### config.mk
export PLATFORM = sky130hd
export DESIGN_NAME = id_interlock_ctrl
export DESIGN_NICKNAME = d
export VERILOG_FILES = /design/src/rtl/id_interlock_ctrl.sv
export SDC_FILE = /design/constraint.sdc
export NUM_CORES = 1
export LEC_CHECK = 0
export ABC_AREA = 1
export BUFFER_PORTS_ARGS = -buffer_cell sky130_fd_sc_hd__buf_2
export CAP_MARGIN = 20
export CORE_ASPECT_RATIO = 1.25
export CORE_MARGIN = 4
export CORE_UTILIZATION = 43
export DETAILED_ROUTE_END_ITERATION = 10
export PLACE_DENSITY_LB_ADDON = 0.3
export SLEW_MARGIN = 20
export SYNTH_ARGS = -nofsm -noshare
export SYNTH_HDL_FRONTEND = slang
export SYNTH_SLANG_ARGS = --single-unit
export TNS_END_PERCENT = 50
### constraint.sdc
create_clock -name clk -period 1.1 [get_ports clk]
set_input_delay 0 -clock clk [delete_from_list [all_inputs] [get_ports clk]]
set_output_delay 0 -clock clk [all_outputs]
set_load 0.02 [all_outputs]
### src/rtl/id_interlock_ctrl.sv
// Stall-only interlock for the five-stage pipeline: tracks in-flight destinations in EX/MEM/WB and freezes ID on RAW hazards.
// Optional build macro ID_INTERLOCK_STATS_EN adds a saturating stall_cycles counter port.
module id_interlock_ctrl #(
    parameter int unsigned WB_BYPASS = 0
) (
    input  logic        clk,
    input  logic        clrn,
    input  logic [4:0]  id_rs,
    input  logic [4:0]  id_rt,
    input  logic        id_use_rs,
    input  logic        id_use_rt,
    input  logic [4:0]  id_rn,
    input  logic        id_wreg,
    input  logic        id_m2reg,
    input  logic [1:0]  id_pcsource,
    output logic        wpcir,
    output logic        bubble,
    output logic        flush_if
`ifdef ID_INTERLOCK_STATS_EN
    ,
    output logic [31:0] stall_cycles
`endif
);

    logic       ex_vld_q,   ex_vld_d;
    logic [4:0] ex_rn_q,    ex_rn_d;
    logic       ex_m2reg_q, ex_m2reg_d;
    logic       mem_vld_q,   mem_vld_d;
    logic [4:0] mem_rn_q,    mem_rn_d;
    logic       mem_m2reg_q, mem_m2reg_d;
    logic       wb_vld_q,   wb_vld_d;
    logic [4:0] wb_rn_q,    wb_rn_d;
    logic       wb_m2reg_q, wb_m2reg_d;

    logic ex_hit, mem_hit, wb_hit, stall;

    // The WB load flag is retained only so the slot record stays complete.
    logic wb_m2reg_unused;
    assign wb_m2reg_unused = wb_m2reg_q;

    function automatic logic slot_hit(
        input logic       vld,
        input logic [4:0] rn,
        input logic [4:0] rs,
        input logic [4:0] rt,
        input logic       use_rs,
        input logic       use_rt
    );
        return vld & ((use_rs & (rs == rn)) | (use_rt & (rt == rn)));
    endfunction

    always_comb begin
        ex_hit  = slot_hit(ex_vld_q,  ex_rn_q,  id_rs, id_rt, id_use_rs, id_use_rt);
        mem_hit = slot_hit(mem_vld_q, mem_rn_q, id_rs, id_rt, id_use_rs, id_use_rt);
        wb_hit  = 1'b0;
        if (WB_BYPASS == 0) begin
            wb_hit = slot_hit(wb_vld_q, wb_rn_q, id_rs, id_rt, id_use_rs, id_use_rt);
        end
        stall    = ex_hit | mem_hit | wb_hit;
        wpcir    = ~stall;
        bubble   = stall;
        flush_if = ~stall & (id_pcsource != 2'b00);
    end

    // Writes to r0 are entered invalid so register 0 can never raise a hazard.
    always_comb begin
        ex_vld_d    = ~stall & id_wreg & (id_rn != 5'd0);
        ex_rn_d     = id_rn;
        ex_m2reg_d  = id_m2reg;
        mem_vld_d   = ex_vld_q;
        mem_rn_d    = ex_rn_q;
        mem_m2reg_d = ex_m2reg_q;
        wb_vld_d    = mem_vld_q;
        wb_rn_d     = mem_rn_q;
        wb_m2reg_d  = mem_m2reg_q;
    end

    always_ff @(posedge clk or negedge clrn) begin
        if (!clrn) begin
            ex_vld_q  <= 1'b0;
            mem_vld_q <= 1'b0;
            wb_vld_q  <= 1'b0;
        end else begin
            ex_vld_q  <= ex_vld_d;
            mem_vld_q <= mem_vld_d;
            wb_vld_q  <= wb_vld_d;
        end
    end

    // Slot payloads are qualified by the valids, so they carry no reset.
    always_ff @(posedge clk) begin
        ex_rn_q     <= ex_rn_d;
        ex_m2reg_q  <= ex_m2reg_d;
        mem_rn_q    <= mem_rn_d;
        mem_m2reg_q <= mem_m2reg_d;
        wb_rn_q     <= wb_rn_d;
        wb_m2reg_q  <= wb_m2reg_d;
    end

`ifdef ID_INTERLOCK_STATS_EN
    logic [31:0] stall_cycles_q, stall_cycles_d;

    always_comb begin
        stall_cycles_d = stall_cycles_q;
        if (stall && (stall_cycles_q != 32'hFFFF_FFFF)) begin
            stall_cycles_d = stall_cycles_q + 32'd1;
        end
    end

    always_ff @(posedge clk or negedge clrn) begin
        if (!clrn) begin
            stall_cycles_q <= 32'd0;
        end else begin
            stall_cycles_q <= stall_cycles_d;
        end
    end

    assign stall_cycles = stall_cycles_q;
`endif

endmodule

==> flow_metrics.tcl <==
set metrics [dict create \
    cp.required_ns 1.10 \
    finalHoldViolCount 0 \
    synth_adder_area_share 0 \
    clock-skew-final_ns 0.00629 \
    run_status "complete, but fails checks" \
    fin_nets 226 \
    root_buffer "clkbuf_4" \
    io_buffers 24 \
    path_buf_inv 2 \
    synth_seq_cells 18 \
    ys_types 15 \
    path_delay_family "simple AND/OR/NAND/NOR gates" \
    critPathMaxFanout 5 \
    grt_use_total 0.189 \
    area_growth_pct 36.2 \
    p_int_mw 1.03 \
    share_seq_of_total_power 0.502 \
    critPathSlowestCell "dfxtp_1" \
    end_kind "primary output" \
    cts_buffers 3 \
    ant_nets 0 \
    gp_congestion 0.848 \
    drive_gt1_frac 0.371 \
    syn_avg_cell_area_sq_um 5.83 \
    critPathLaunchType "register" \
    path_class "register to primary output" \
    drc 0 \
    clk_latency_ns 0.30 \
    cp.depth 10 \
    synth_area_sq_um 967 \
    antenna_found_initial 0 \
    reg2reg_depth 10 \
    cts_sinks 18 \
    rsz0062_at_grt "true" \
    final_max_slew_viol_count 0 \
    p_sw_frac 0.289 \
    grt_pass1_wl_mm 4.42 \
    synth_mux_area_frac 0 \
    maxSlewHeadroom 0.812 \
    hold_class "input port to async pin" \
    place_hpwl_mm 1.99 \
    fmax_mhz 683 \
    post-route-util 0.643 \
    vias_per_cell 4.73 \
    clockBufferDepth 2 \
    wl_per_cell_um 11.1 \
    syn_inst 166 \
    fill_cells 184 \
    tns_ns -1.23 \
    crit_top_cell "nand2_1" \
    diodes 0 \
    yosysSeqAreaShare 0.388 \
    peakVddDrop_v 0.000929 \
    worst_pin_slew_ns 0.278 \
    max-cap-violations 0 \
    grt_overflow 0 \
    drt_iter0_drc 42 \
    clk_pin_slew_ns 0.10 \
    die_y_um 61.0 \
    period_needed_ns 1.46 \
    layout_setup_ws_ns -0.364 \
    drt_pass1_iterations 5 \
    fp.dieArea_sq_um 3080 \
    r2r_end "ex_vld_q$_DFF_PN0_" \
    pwr_density_cell_nw_per_um2 1100 \
    yosysWarnings 0 \
    cts_tree "done" \
    path_cells "inv_1 -> nand2_1 -> nand2_1 -> nor2_1 -> nand3_1 -> nand2_1 -> nand2_2 -> nand3_4 -> nor2_4 -> buf_6" \
    holdWs_ns 0.0115 \
    synth_xor_area_frac 0 \
    cp_slowest_stage_delay_ns 0.40 \
    grt_max_degree 11 \
    post-route-period-util 1.33 \
    combPwrFrac 0.217 \
    core_area_sq_um 2050 \
    worstPathArrival_ns 1.46 \
    dpl_worst_slack_ns -0.0916 \
    cp-endpoint "flush_if" \
    leakagePower_nw 0.762 \
    row_count 18 \
    ios 26 \
    synth_compound_area_frac 0.0285 \
    clock_power_share 0.281 \
    crit_start "mem_rn_q[1]$_DFF_P_" \
    setup_violations 4 \
    grt_pass1_vias 1125 \
    die_w_um 50.4 \
    switching_power_mw 0.419 \
    syn_nets 189 \
    start_util 0.472 \
    cts.htree.levels 1 \
    routed_wl_mm 2.58 \
    via_count 1098 \
    reg2reg_slack_ns -0.16 \
    synth-simple-area-share 0.486 \
    reg2reg_from "mem_rn_q[1]$_DFF_P_" \
    synth_top_family_by_area "simple AND/OR/NAND/NOR gates" \
    violations "setup timing" \
]
kinds of logic after synthesis:
kind of cell | Yosys count
flip-flops | 18
buffers and inverters | 25
AO/OA/AOI/OAI | 4
AND/OR/NAND/NOR | 119
layer usage:
| layer | GRT usage | share of wire | vias to the layer above |
|---|---|---|---|
| li1 | - | - | 560 |
| met1 | 0.202 | 0.39 | 494 |
| met2 | 0.375 | 0.53 | 38 |
| met3 | 0.0169 | 0.057 | 6 |
| met4 | 0.0846 | 0.015 | 0 |
| met5 | 0 | 0 | - |
final cells by class:
type                            count  area (sq um)  share of cell area
Sequential cell                    18           398               0.302
Multi-Input combinational cell    123           539               0.409
Inverter                           25          93.8              0.0712
Tap cell                           30          37.5              0.0285
Clock buffer                        4          36.3              0.0275
Timing Repair Buffer               32           213               0.161
worst min-delay path by stage:
stage	from	endpoint	cells after the start
3_3_place_gp	clrn	ex_vld_q$_DFF_PN0_	1
2_1_floorplan	clrn	ex_vld_q$_DFF_PN0_	0
3_5_place_dp	clrn	ex_vld_q$_DFF_PN0_	1
4_1_cts	clrn	ex_vld_q$_DFF_PN0_	2
6_report	clrn	ex_vld_q$_DFF_PN0_	2
5_1_grt	clrn	ex_vld_q$_DFF_PN0_	2
synthesized netlist by cell type, drive strengths merged:
cell / instances / area [sq um]
or2: 1 / 6.26
o41ai: 1 / 8.76
inv: 25 / 93.8
dfrtp: 3 / 75.1
o21ai: 3 / 18.8
nand3: 7 / 40.0
nor2: 27 / 106
nand2: 84 / 318
dfxtp: 15 / 300
what timing repair did:
action                     CTS  global route
hold endpoints to repair     9             0
pin swaps                   10             7
cloned                       0             0
resized for setup           27            11
setup endpoints to repair    4             4
setup buffers                1             0
hold buffers                 7             0
power groups by stage:
| stage | logic, mW | registers [mW] | clock network, mW |
|---|---|---|---|
| after floorplan | 0.162 | 0.730 | 0 |
| after global placement | 0.254 | 0.738 | 0 |
| after detailed placement | 0.260 | 0.740 | 0 |
| after CTS | 0.305 | 0.731 | 0.415 |
| after global routing | 0.354 | 0.734 | 0.441 |
| final | 0.314 | 0.728 | 0.408 |
sequential cells by signal, summed over array words and instances (netlist names):
signal,flops
ex_rn_q,5
ex_vld_q,1
mem_rn_q,5
mem_vld_q,1
wb_rn_q,5
wb_vld_q,1
cell usage in the layout (no fill, tap or decap):
cell,n
buf_2,21
buf_4,2
buf_6,2
clkbuf_4,3
clkbuf_8,1
dfrtp_1,3
dfxtp_1,3
dfxtp_2,9
dfxtp_4,3
dlygate4sd3_1,7
inv_1,8
inv_2,17
nand2_1,78
nand2_2,6
nand3_1,6
nand3_4,1
nor2_1,20
nor2_2,6
nor2_4,1
o21ai_1,1
o21ai_2,2
o41ai_1,1
or2_2,1
metrics by stage:
stage / power (mW) / std cells / cell area [sq um]
final: 1.45 / 232 / 1320
after global routing: 1.53 / 232 / 1320
after CTS: 1.45 / 232 / 1300
after detailed placement: 0.999 / 220 / 1130
after global placement: 0.992 / 220 / 1130
after floorplan: 0.892 / 166 / 975
No activity file was read; power rests on OpenSTA's default activity.
